## config.mk

```make
export PLATFORM = sky130hd
export DESIGN_NAME = lsu_byte_sequencer
export DESIGN_NICKNAME = d
export VERILOG_FILES = /design/src/rtl/lsu_pkg.sv /design/src/rtl/load_extend.sv /design/src/rtl/lsu_byte_sequencer.sv
export SDC_FILE = /design/constraint.sdc
export NUM_CORES = 1
export LEC_CHECK = 0
export ABC_AREA = 0
export CORE_ASPECT_RATIO = 1.4
export CORE_UTILIZATION = 35
export DETAILED_ROUTE_END_ITERATION = 16
export PLACE_DENSITY_LB_ADDON = 0.15
export SYNTH_ARGS = -nofsm -noshare
export SYNTH_HDL_FRONTEND = slang
export SYNTH_HIERARCHICAL = 1
export SYNTH_SLANG_ARGS = --single-unit
```

## constraint.sdc

```tcl
create_clock -name clk -period 4.3 [get_ports clk]
set_input_delay 0.645 -clock clk [delete_from_list [all_inputs] [get_ports clk]]
set_output_delay 0.645 -clock clk [all_outputs]
set_load 0.01 [all_outputs]
```

## src/rtl/lsu_pkg.sv

```systemverilog
`default_nettype none
// ---------------------------------------------------------------------------
// lsu_pkg
// Shared types and helpers for the load/store byte sequencer.
// Revision: 1.0
// ---------------------------------------------------------------------------
package lsu_pkg;

  // Access size as encoded on address_mode (2'b11 is folded into SZ_WORD)
  typedef enum logic [1:0] {
    SZ_BYTE = 2'b00,
    SZ_HALF = 2'b01,
    SZ_WORD = 2'b10
  } size_e;

  typedef enum logic [1:0] {
    IDLE  = 2'b00,
    ISSUE = 2'b01,
    WAIT  = 2'b10,
    DONE  = 2'b11
  } lsu_state_e;

  // Number of bytes moved for a given address_mode value
  function automatic logic [2:0] size_to_bytes(input logic [1:0] mode);
    case (mode)
      2'b00:   size_to_bytes = 3'd1;
      2'b01:   size_to_bytes = 3'd2;
      default: size_to_bytes = 3'd4;
    endcase
  endfunction

endpackage
`default_nettype wire

```

## src/rtl/load_extend.sv

```systemverilog
`default_nettype none
// ---------------------------------------------------------------------------
// load_extend
// Sign/zero extension of an assembled little-endian load value.
// Purely combinational so the writeback mux can reuse it.
// Revision: 1.0
// ---------------------------------------------------------------------------
module load_extend
  import lsu_pkg::*;
(
  input  logic [31:0] data,
  input  size_e       size,
  input  logic        is_unsigned,
  output logic [31:0] result
);

  // Replicate the top valid bit (or zero) above the access width
  always_comb begin
    result = data;
    case (size)
      SZ_BYTE: result = {{24{~is_unsigned & data[7]}},  data[7:0]};
      SZ_HALF: result = {{16{~is_unsigned & data[15]}}, data[15:0]};
      default: result = data;
    endcase
  end

endmodule
`default_nettype wire

```

## src/rtl/lsu_byte_sequencer.sv

```systemverilog
`default_nettype none
// ---------------------------------------------------------------------------
// lsu_byte_sequencer
// Splits byte/half/word loads and stores into consecutive little-endian
// byte accesses on a byte-wide synchronous RAM, assembling and extending
// load results. Any alignment is allowed; addresses wrap at the RAM top.
// Revision: 1.0
// ---------------------------------------------------------------------------
module lsu_byte_sequencer
  import lsu_pkg::*;
#(
  parameter int WIDTH      = 32,
  parameter int ADDR_WIDTH = 17
) (
  input  logic                  clk,
  input  logic                  rst_n,
  // core side
  input  logic                  req_valid,
  output logic                  req_ready,
  input  logic                  req_we,
  input  logic [1:0]            address_mode,
  input  logic                  req_unsigned,
  input  logic [WIDTH-1:0]      req_addr,
  input  logic [WIDTH-1:0]      req_wdata,
  output logic                  rsp_valid,
  output logic [WIDTH-1:0]      rsp_rdata,
  // memory side
  output logic                  mem_en,
  output logic                  mem_we,
  output logic [ADDR_WIDTH-1:0] mem_addr,
  output logic [7:0]            mem_wdata,
  input  logic [7:0]            mem_rdata
);

  lsu_state_e            state;
  logic                  is_store;
  logic                  is_unsigned;
  size_e                 size_r;
  logic [1:0]            last_k;     // N-1
  logic [1:0]            k;          // byte currently issued
  logic [ADDR_WIDTH-1:0] base;
  logic [WIDTH-1:0]      wdata_r;
  logic [WIDTH-1:0]      asm_data;   // load assembly register
  logic [WIDTH-1:0]      extended;

  // Upper address bits are outside the RAM and intentionally dropped
  logic unused_addr_bits;
  assign unused_addr_bits = ^req_addr[WIDTH-1:ADDR_WIDTH];

  // Sequencer: accepts in IDLE, walks bytes in ISSUE, captures the final
  // read byte in WAIT and pulses the response in DONE
  always_ff @(posedge clk or negedge rst_n) begin
    if (!rst_n) begin
      state       <= IDLE;
      is_store    <= 1'b0;
      is_unsigned <= 1'b0;
      size_r      <= SZ_BYTE;
      last_k      <= 2'd0;
      k           <= 2'd0;
      base        <= '0;
      wdata_r     <= '0;
      asm_data    <= '0;
    end else begin
      case (state)
        IDLE: begin
          if (req_valid) begin
            is_store    <= req_we;
            is_unsigned <= req_unsigned;
            size_r      <= (address_mode == 2'b11) ? SZ_WORD : size_e'(address_mode);
            last_k      <= 2'(size_to_bytes(address_mode) - 3'd1);
            base        <= req_addr[ADDR_WIDTH-1:0];
            wdata_r     <= req_wdata;
            k           <= 2'd0;
            asm_data    <= '0;
            state       <= ISSUE;
          end
        end
        ISSUE: begin
          // Read data lags issue by one cycle, so byte k-1 lands now
          if (!is_store && (k != 2'd0)) begin
            asm_data[{k - 2'd1, 3'b000} +: 8] <= mem_rdata;
          end
          if (k == last_k) begin
            state <= is_store ? DONE : WAIT;
          end else begin
            k <= k + 2'd1;
          end
        end
        WAIT: begin
          asm_data[{last_k, 3'b000} +: 8] <= mem_rdata;
          state <= DONE;
        end
        default: begin
          state <= IDLE;
        end
      endcase
    end
  end

  load_extend u_load_extend (
    .data        (asm_data),
    .size        (size_r),
    .is_unsigned (is_unsigned),
    .result      (extended)
  );

  // Outputs decoded from registered state only; zero whenever inactive
  always_comb begin
    req_ready = (state == IDLE);
    mem_en    = (state == ISSUE);
    mem_we    = (state == ISSUE) && is_store;
    mem_addr  = (state == ISSUE) ? (base + ADDR_WIDTH'(k)) : '0;
    mem_wdata = ((state == ISSUE) && is_store) ? wdata_r[{k, 3'b000} +: 8] : 8'h00;
    rsp_valid = (state == DONE);
    rsp_rdata = ((state == DONE) && !is_store) ? extended : '0;
  end

endmodule
`default_nettype wire

```

==> impl_metrics.yaml <==
placed_design:
  dp_hpwl_um: 9370
  dp_worst_setup_slack_ns: 1.36
  numPortBuffers: 124
  place_area_um2: 6610
  place.gp.congestion: 0.803
drt:
  drt_iter0_drc: 114
  wire_per_inst_um: 16.2
  drc: 0
  routed_wl_um: 12700
  ant_nets: 0
  num_vias: 3984
  routed_via_density: 5.07
  firstDrtPassIters: 4
final_layout:
  fin_util_pct: 47.2
  layout_common_cells: "123 x clkdlybuf4s50_1, 91 x dfrtp_1, 56 x and2_1, 52 x mux2_2, 37 x nand2_1"
  final_area_um2: 6880
  final_common_cell: "clkdlybuf4s50_1"
  area_growth_pct: 30.4
  drive_gt1_share_pct: 17.4
  nets: 689
  insertedDiodeCount: 0
floorplan:
  core_area_um2: 14600
  io_pins: 140
  dieArea_um2: 15600
  row_count: 52
  start_util_pct: 36.2
  die_x_um: 106
  die_y_um: 147
logic_synthesis:
  synthSimpleGateAreaFrac_pct: 17.9
  synth-compound-area-share_pct: 11.9
  synth_xor_area_share_pct: 2.49
  syn_nets: 581
  synth.avg_cell_area_um2: 10.9
  synth_edf_count: 0
  synth.area.mux_share_pct: 15.1
  ys_seq_area_share_pct: 43.1
  synthArstFlopShare_pct: 100
  synth-main-ff-cell: "dfrtp_1"
  yosys.area_share.adder_pct: 4.41
  yosysWarningCount: 6
  synthDistinctLibCells: 58
  synth-seq-cells: 91
  synth_area_um2: 5280
  syn_inst: 484
  synth_top_family_by_area: "simple AND/OR/NAND/NOR gates"
cts:
  root_buffer: "clkbuf_16"
  postCtsSetupBuffers: 0
  clock_sinks: 91
  numCtsBuffers: 9
  post_cts_resized: 0
  clk_pin_slew_ns: 0.07
  h-tree-depth: 3
  post_cts_hold_buffer_count: 0
  cts_buffer_depth: 2
  clk_latency_ns: 0.33
  cts_tree: "yes"
critical_path:
  r2r_cells: 5
  r2r_end: "base[14]$_DFFE_PN0P_"
  crit_start: "k[0]$_DFFE_PN0P_"
  endpoint_kind: "primary output"
  timing.rr.start: "state[0]$_DFFE_PN0P_"
  cp_max_fo: 4
  ff2ff_setup_slack_ns: 1.86
  required_ns: 3.65
  worstPathArrival_ns: 2.60
  critPathKind: "reg2out"
  cp-endpoint: "mem_addr[16]"
  startpoint_type: "flip-flop"
sta:
  fin_skew_ns: 0.0111
  finalCritPeriodShare_pct: 75.5
  tightest_slew_ns: 1.00
  fmax_mhz: 308
  setup-tns-final_ns: 0
  hold_violations: 0
  setup_ws_ns: 1.05
  min_period_ns: 3.25
  rsz0062_at_grt: "no"
  setup_viol_count_final: 0
  drv_slew: 0
  max_slew_margin_pct: 32.9
power:
  vdd_ir_drop_max_v: 0.000292
  p_leak_nw: 2.85
  cellPowerDensity_nw_per_um2: 602
global_route:
  grt_max_degree: 69
  grt-ovfl-total: 0
  grt_pass1_vias: 4173
  grt_pass1_wl_um: 21000
  grt_use_total_pct: 17.1
  antenna_found_initial: 0
status:
  status: "finished, final reports clean"
hold_path:
  hp-class: "in2async"
flow_run:
  cap_violations: 0
[routing by layer]
| layer | share of wire [%] | vias to the layer above | track usage, % |
|---|---|---|---|
| met1 | 41 | 1935 | 19.5 |
| met4 | 1.9 | 0 | 6.11 |
| li1 | - | 1916 | - |
| met2 | 53 | 116 | 31.2 |
| met5 | 0 | - | 0 |
| met3 | 5.0 | 17 | 3.37 |
[logic make-up (layout without fill, tap and decap cells)]
kind of cell,Yosys count,in the layout
multiplexers,63,63
buffers and inverters,52,165
AND/OR/NAND/NOR,157,157
XOR/XNOR,15,15
flip-flops,91,91
AO/OA/AOI/OAI,88,88
adder cells (fa/ha/maj),18,18
[report_power, final]
group	total (mW)	switching (mW)	internal, mW
logic	1.94	0.980	0.960
clock network	0.739	0.342	0.397
registers	1.46	0.288	1.17
total	4.14	1.61	2.53
[cell type report]
class	instances	area (um2)
inverter	19	71.3
timing repair buffer	130	1280
clock buffer	10	229
multi-input combinational	341	2740
tap	189	236
sequential	91	2280
clock inverter	6	47.5
fill	1396	7690
[worst min path at each step]
stage	cells after the start	end	from
floorplan	0	asm_data[0]$_DFFE_PN0P_	rst_n
global placement	1	asm_data[0]$_DFFE_PN0P_	asm_data[0]$_DFFE_PN0P_
detailed placement	1	asm_data[8]$_DFFE_PN0P_	asm_data[8]$_DFFE_PN0P_
CTS	1	asm_data[25]$_DFFE_PN0P_	rst_n
global route	1	asm_data[26]$_DFFE_PN0P_	rst_n
finish	1	asm_data[25]$_DFFE_PN0P_	rst_n
[critical path, stage by stage, from the launching register on]
cell and delay (ns):
dfrtp_1 0.36, ha_1 0.22, fa_1 0.27, nand4_1 0.24
nor4_2 0.34, xor2_1 0.17, and2_1 0.14, clkdlybuf4s50_1 0.53
[synthesized netlist by cell type (3+ instances only)]
| library cell | count | area share, % |
|---|---|---|
| dfrtp_1 | 91 | 43 |
| nand2_1 | 38 | 2.7 |
| nand2b_1 | 3 | 0.36 |
| xor2_1 | 9 | 1.5 |
| inv_1 | 19 | 1.4 |
| and2_1 | 56 | 6.6 |
| o21ai_0 | 28 | 2.7 |
| nor2b_1 | 10 | 1.2 |
| o2bb2ai_1 | 5 | 0.83 |
| a221o_1 | 6 | 1.1 |
| nor2_1 | 8 | 0.57 |
| o21ai_2 | 4 | 0.66 |
| nand3_1 | 8 | 0.76 |
| mux2_2 | 52 | 11 |
| mux4_2 | 8 | 3.4 |
| buf_4 | 12 | 1.7 |
| a22oi_1 | 3 | 0.43 |
| nor3_1 | 5 | 0.47 |
| nor4_2 | 4 | 0.95 |
| a21oi_1 | 9 | 0.85 |
| clkbuf_1 | 9 | 0.64 |
| a22o_1 | 21 | 3.5 |
| ha_1 | 17 | 4.0 |
| buf_2 | 9 | 0.85 |
| nand4_1 | 6 | 0.71 |
| xnor2_1 | 6 | 1.0 |
| a21boi_0 | 3 | 0.43 |
[flip-flops by register name (all words and copies together), names as in the netlist]
register     flops
last_k           2
wdata_r         32
is_unsigned      1
state            2
k                2
base            17
asm_data        32
is_store         1
size_r           2
[metrics by stage]
step / instances / hold slack, ns / power, mW
2_1_floorplan: 484 / 0.349 / 2.81
3_3_place_gp: 770 / 0.468 / 3.38
3_5_place_dp: 770 / 0.471 / 3.44
4_1_cts: 786 / 0.467 / 4.21
5_1_grt: 786 / 0.492 / 4.45
6_report: 786 / 0.427 / 4.14
Power figures use the tool's default switching activity.
